[src/rtl/proc_run_controller_if.sv]
// Control bundle between the bench (or board control) and the run controller.
// dbg_state mirrors the controller FSM state so checkers can bind to it.
interface proc_run_controller_if #(
  parameter int CNT_WIDTH = 16
);
  // start/abort are level requests sampled on every rising edge; there is no
  // ready: start is taken only in IDLE or DONE and dropped otherwise, while
  // abort is always taken. Outputs are registered status, valid every cycle.
  logic                 start;
  logic                 abort;
  logic                 halt_in;
  logic                 proc_reset;
  logic                 running;
  logic                 done;
  logic                 timeout;
  logic [CNT_WIDTH-1:0] cycle_count;
  logic [1:0]           dbg_state;

  modport master (
    output start, abort, halt_in,
    input  proc_reset, running, done, timeout, cycle_count, dbg_state
  );

  modport slave (
    input  start, abort, halt_in,
    output proc_reset, running, done, timeout, cycle_count, dbg_state
  );
endinterface

[src/rtl/proc_run_controller.sv]
// Run controller for the five-stage processor: holds it in reset, releases it,
// counts run cycles and ends the run on a filtered halt or a cycle budget.
module proc_run_controller #(
  parameter int RESET_CYCLES = 8,
  parameter int MAX_CYCLES   = 50,
  parameter int HALT_FILTER  = 2,
  parameter int CNT_WIDTH    = 16
) (
  input  logic                    clk,
  input  logic                    reset,
  proc_run_controller_if.slave    ctl
);

  typedef enum logic [1:0] {
    S_IDLE = 2'd0,
    S_HOLD = 2'd1,
    S_RUN  = 2'd2,
    S_DONE = 2'd3
  } state_t;

  // The halt counter never needs to exceed HALT_FILTER-1 before the run ends.
  localparam int HW = (HALT_FILTER > 1) ? $clog2(HALT_FILTER) : 1;
  localparam logic [HW-1:0]        HALT_LAST = HW'(HALT_FILTER - 1);
  localparam logic [CNT_WIDTH-1:0] HOLD_LAST = CNT_WIDTH'(RESET_CYCLES - 1);
  localparam logic [CNT_WIDTH-1:0] RUN_LAST  = CNT_WIDTH'(MAX_CYCLES - 1);

  state_t               state_q;
  logic [CNT_WIDTH-1:0] hold_cnt_q;
  logic [CNT_WIDTH-1:0] cycle_cnt_q;
  logic [HW-1:0]        halt_cnt_q;
  logic                 proc_reset_q;
  logic                 running_q;
  logic                 done_q;
  logic                 timeout_q;

  always_ff @(posedge clk) begin
    if (reset || ctl.abort) begin
      state_q      <= S_IDLE;
      hold_cnt_q   <= '0;
      cycle_cnt_q  <= '0;
      halt_cnt_q   <= '0;
      proc_reset_q <= 1'b1;
      running_q    <= 1'b0;
      done_q       <= 1'b0;
      timeout_q    <= 1'b0;
    end else begin
      case (state_q)
        S_IDLE, S_DONE: begin
          if (ctl.start) begin
            state_q      <= S_HOLD;
            hold_cnt_q   <= '0;
            cycle_cnt_q  <= '0;
            halt_cnt_q   <= '0;
            proc_reset_q <= 1'b1;
            running_q    <= 1'b0;
            done_q       <= 1'b0;
            timeout_q    <= 1'b0;
          end
        end

        S_HOLD: begin
          hold_cnt_q <= hold_cnt_q + CNT_WIDTH'(1);
          if (hold_cnt_q == HOLD_LAST) begin
            state_q      <= S_RUN;
            proc_reset_q <= 1'b0;
            running_q    <= 1'b1;
            cycle_cnt_q  <= '0;
            halt_cnt_q   <= '0;
          end
        end

        S_RUN: begin
          // The ending edge still counts as a run cycle, so the frozen count
          // includes it.
          cycle_cnt_q <= cycle_cnt_q + CNT_WIDTH'(1);
          halt_cnt_q  <= ctl.halt_in ? halt_cnt_q + HW'(1) : '0;
          if (ctl.halt_in && (halt_cnt_q == HALT_LAST)) begin
            state_q      <= S_DONE;
            halt_cnt_q   <= '0;
            proc_reset_q <= 1'b1;
            running_q    <= 1'b0;
            done_q       <= 1'b1;
            timeout_q    <= 1'b0;
          end else if (cycle_cnt_q == RUN_LAST) begin
            state_q      <= S_DONE;
            halt_cnt_q   <= '0;
            proc_reset_q <= 1'b1;
            running_q    <= 1'b0;
            done_q       <= 1'b1;
            timeout_q    <= 1'b1;
          end
        end

        default: begin
          state_q      <= S_IDLE;
          proc_reset_q <= 1'b1;
          running_q    <= 1'b0;
          done_q       <= 1'b0;
          timeout_q    <= 1'b0;
        end
      endcase
    end
  end

  assign ctl.proc_reset  = proc_reset_q;
  assign ctl.running     = running_q;
  assign ctl.done        = done_q;
  assign ctl.timeout     = timeout_q;
  assign ctl.cycle_count = cycle_cnt_q;
  assign ctl.dbg_state   = state_q;

endmodule

[src/flat_wrapper.sv]
// flat-port wrapper written by rule: the top's interface ports become plain ports
module proc_run_controller_flat 
#(
  parameter int RESET_CYCLES = 8,
  parameter int MAX_CYCLES   = 50,
  parameter int HALT_FILTER  = 2,
  parameter int CNT_WIDTH    = 16
)
  (clk, reset, ctl_start, ctl_abort, ctl_halt_in, ctl_proc_reset, ctl_running, ctl_done, ctl_timeout, ctl_cycle_count, ctl_dbg_state);
  proc_run_controller_if #(.CNT_WIDTH(CNT_WIDTH)) ctl_i ();
  input  logic clk;
  input  logic reset;
  input wire logic [$bits(ctl_i.start)-1:0] ctl_start;
  input wire logic [$bits(ctl_i.abort)-1:0] ctl_abort;
  input wire logic [$bits(ctl_i.halt_in)-1:0] ctl_halt_in;
  output wire logic [$bits(ctl_i.proc_reset)-1:0] ctl_proc_reset;
  output wire logic [$bits(ctl_i.running)-1:0] ctl_running;
  output wire logic [$bits(ctl_i.done)-1:0] ctl_done;
  output wire logic [$bits(ctl_i.timeout)-1:0] ctl_timeout;
  output wire logic [$bits(ctl_i.cycle_count)-1:0] ctl_cycle_count;
  output wire logic [$bits(ctl_i.dbg_state)-1:0] ctl_dbg_state;
  assign ctl_i.start = ctl_start;
  assign ctl_i.abort = ctl_abort;
  assign ctl_i.halt_in = ctl_halt_in;
  assign ctl_proc_reset = ctl_i.proc_reset;
  assign ctl_running = ctl_i.running;
  assign ctl_done = ctl_i.done;
  assign ctl_timeout = ctl_i.timeout;
  assign ctl_cycle_count = ctl_i.cycle_count;
  assign ctl_dbg_state = ctl_i.dbg_state;
  proc_run_controller #(.RESET_CYCLES(RESET_CYCLES), .MAX_CYCLES(MAX_CYCLES), .HALT_FILTER(HALT_FILTER), .CNT_WIDTH(CNT_WIDTH)) u_core (.clk(clk), .reset(reset), .ctl(ctl_i));
endmodule
[config.mk]
export PLATFORM = sky130hd
export DESIGN_NAME = proc_run_controller_flat
export DESIGN_NICKNAME = d
export VERILOG_FILES = /design/src/rtl/proc_run_controller_if.sv /design/src/rtl/proc_run_controller.sv /design/src/flat_wrapper.sv
export SDC_FILE = /design/constraint.sdc
export NUM_CORES = 1
export LEC_CHECK = 0
export CAP_MARGIN = 20
export CORE_MARGIN = 2
export CORE_UTILIZATION = 40
export CTS_CLUSTER_DIAMETER = 150
export DETAILED_ROUTE_END_ITERATION = 12
export GPL_ROUTABILITY_DRIVEN = 0
export PLACE_DENSITY_LB_ADDON = 0.05
export SYNTH_ARGS = -nofsm -noshare
export SYNTH_HDL_FRONTEND = slang
export SYNTH_SLANG_ARGS = --single-unit
[constraint.sdc]
create_clock -name clk -period 5.65 [get_ports clk]
set_clock_uncertainty 0.1 [all_clocks]
set_input_delay 0.8475 -clock clk [delete_from_list [all_inputs] [get_ports clk]]
set_output_delay 0.8475 -clock clk [all_outputs]
set_load 0.02 [all_outputs]
==> reports/qor.yml <==
outcome:
  status: "completed"
power_and_ir_drop:
  pwr-share-comb_pct: 11.8
  switching_power_mw: 0.151
  peakVddDrop_mv: 0.122
  power_leakage_nw: 0.721
  powerDensity_mw_per_mm2: 232
  internal_power_mw: 0.413
  clkPwrFrac_pct: 38.3
  swShare_pct: 26.7
  seqPwrFrac_pct: 49.8
sta:
  setup_tns_ns: 0
  hold_violations: 0
  fmax_ghz: 0.347
  rsz0062_at_grt: "false"
  slew_headroom_pct: 35.3
  finalSetupViolCount: 0
  fin_crit_ns: 2.88
  slew_viol_final: 0
  worst_pin_slew_ns: 0.964
  period_share_pct: 51.1
clock_network:
  cts_tree: "built"
  cts-root-buf: "clkbuf_8"
  ctsHoldBuffers: 0
  cts_num_sinks: 39
  cts.clk_slew.worst_paths_ns: 0.08
  cts_resized: 0
  cts_buffers: 5
  cts_setup_buffers: 0
  clk_latency_ns: 0.30
  htreeDepth: 2
  clk_path_buf_depth: 2
die:
  die_h_um: 75.1
  io_pins: 27
  initial_utilization_pct: 42.2
  die_area_sq_mm: 0.00564
  rows: 25
  die_w_um: 75.1
  core_sq_mm: 0.00479
synth:
  synth_compound_area_share_pct: 16.5
  ys_seq_area_share_pct: 38.6
  synth_edf_count: 0
  ys.flop_type: "dfxtp_1"
  yosys.area_share.simple_pct: 32.9
  syn_inst: 246
  synthAdderAreaFrac_pct: 3.72
  synth_seq_cells: 39
  synth_top_family_by_area: "simple AND/OR/NAND/NOR gates"
  yosysWarningCount: 0
  synth_area_sq_mm: 0.00202
  synth.distinct_cells: 46
  syn-num-nets: 257
  synth_mux_area_share_pct: 0.557
  syn_avg_cell_area_sq_um: 8.21
  yosys.area_share.xor_xnor_pct: 3.90
  synth-async-reset-ratio_pct: 0
worst_setup_path:
  start_kind: "input port"
  crit_arrival_ns: 3.02
  cp.required_ns: 5.78
  end_kind: "register"
  crit_type: "in2reg"
  cp_max_fo: 17
place:
  port_buffers: 26
  placed_area_sq_mm: 0.00232
  dp_hpwl_um: 3220
grt:
  grt-ovfl-total: 0
  grt_pass1_vias: 1685
  grt_pass1_wl_um: 7850
  grt_max_degree: 32
  antenna_found_initial: 0
  grtUsageTotal_pct: 18.1
routing:
  finalWirelength_um: 4730
  avgRoutedWirePerCell_um: 13.9
  vias_per_cell: 5.54
  drtAntennaViolNets: 0
  drtIter0Drc: 131
  drt_first_pass_iters: 4
  drc: 0
  vias: 1889
finish:
  multi_input_area_sq_mm: 0.00116
  area_delta_synth_final_pct: 20.4
  layout-drive-gt1-share_pct: 8.39
  final_cell_area_sq_mm: 0.00243
  num-fill-cells: 482
  fin_nets: 284
  diodes: 0
  regArea_sq_um: 781
min_path:
  hp-class: "reg2reg"
job:
  maxCapViolations: 0
## worst paths after layout
check,startpoint,end,slack (ns),cells after the start
worst max-delay path,ctl_start,u_core.ctl.cycle_count[12],2.77,7
worst max register to register,u_core.ctl.dbg_state[0],u_core.ctl.cycle_count[12],3.00,8
worst min register to register,u_core.ctl.running,u_core.ctl.running,0.37,1
worst min-delay path,u_core.ctl.running,u_core.ctl.running,0.37,1
## stage by stage
| step | hold slack (ns) | util [%] | cells | power [mW] | setup WS [ns] |
|---|---|---|---|---|---|
| floorplan | 0.345 | - | 246 | 0.335 | 3.16 |
| global placement | 0.351 | 48.5 | 332 | 0.352 | 2.40 |
| detailed placement | 0.354 | 48.5 | 332 | 0.352 | 2.32 |
| CTS | 0.373 | 50.6 | 340 | 0.564 | 2.62 |
| global route | 0.392 | 50.8 | 341 | 0.581 | 2.56 |
| finish | 0.368 | 50.8 | 341 | 0.564 | 2.77 |
## worst max-delay path, cell delays in order
cell and delay [ns]:
clkdlybuf4s50_1 0.51, and2b_1 0.20, nor2_1 0.38, a21oi_2 0.22, buf_6 0.21, or4_1 0.50, a21oi_1 0.15
## cells in the final DEF (no fill, tap or decap), types with 2 or more instances in the layout
| cell type | instances |
|---|---|
| nor3_1 | 5 |
| dfxtp_1 | 39 |
| o21ai_0 | 11 |
| nor2_1 | 19 |
| o31ai_1 | 3 |
| nor3b_1 | 3 |
| o41ai_1 | 2 |
| and3_2 | 2 |
| nand3_1 | 15 |
| a21oi_1 | 19 |
| and4_2 | 3 |
| clkbuf_8 | 7 |
| nand3b_1 | 2 |
| or2_2 | 2 |
| a31oi_1 | 8 |
| nand2_1 | 31 |
| ha_1 | 6 |
| nand4_1 | 7 |
| or3_1 | 8 |
| nor4_1 | 5 |
| clkdlybuf4s50_1 | 26 |
| xnor2_1 | 7 |
| a211oi_1 | 3 |
| inv_1 | 9 |
| or4_1 | 8 |
| xor2_1 | 2 |
## cell families after synthesis
group                      after synthesis
DFF                                     39
xor gates and xnor gates                 9
AOI/OAI and AO/OA                       55
buffers and inverters                   16
adders and majority gates                6
and+or+nand+nor                        120
muxes                                    1
## synth_stat cells, types with 3 or more instances
library cell,number,share of area (%)
inv_1,9,1.7
nor3_1,5,1.2
nand4_1,7,2.2
clkbuf_1,5,0.93
ha_1,6,3.7
o21ai_0,12,3.0
a31oi_1,8,2.5
and4_2,3,1.5
nor4_1,5,1.5
nand2_1,31,5.8
o31ai_1,3,1.1
dfxtp_1,39,39
nor2_1,19,3.5
or4_1,8,3.0
or3_1,8,2.5
nand3_1,15,3.7
a21oi_1,19,4.7
xnor2_1,7,3.0
a211oi_1,3,1.1
nor3b_1,3,1.1
## layout make-up
type	instances	share of cell area, %
clock buffers	8	4.12
repair buffers	27	11.2
well taps	67	3.45
flip-flops and latches	39	32.1
inverters	9	1.39
multi-input cells	191	47.8
## power groups by stage
stage | logic (mW) | registers [mW] | clock network, mW
after floorplan | 0.0444 | 0.291 | 0
after global placement | 0.0644 | 0.287 | 0
after detailed placement | 0.0645 | 0.287 | 0
after CTS | 0.0648 | 0.281 | 0.218
after global routing | 0.0737 | 0.282 | 0.226
final | 0.0668 | 0.281 | 0.216
## registers in the layout, indices dropped and copies added (netlist names)
register and count:
u_core.ctl.running 1, u_core.ctl.timeout 1, u_core.ctl.dbg_state 2, u_core.ctl.cycle_count 16, u_core.ctl.done 1, u_core.halt_cnt_q 1
u_core.ctl.proc_reset 1, u_core.hold_cnt_q 16
## per-layer routing
layer	GRT usage [%]	vias up	part of all wire (%)
li1	-	965	-
met1	24.4	884	49
met2	28.7	36	46
met3	4.69	4	4.0
met4	5.36	0	1.1
met5	0	-	0
Power figures use the tool's default switching activity.
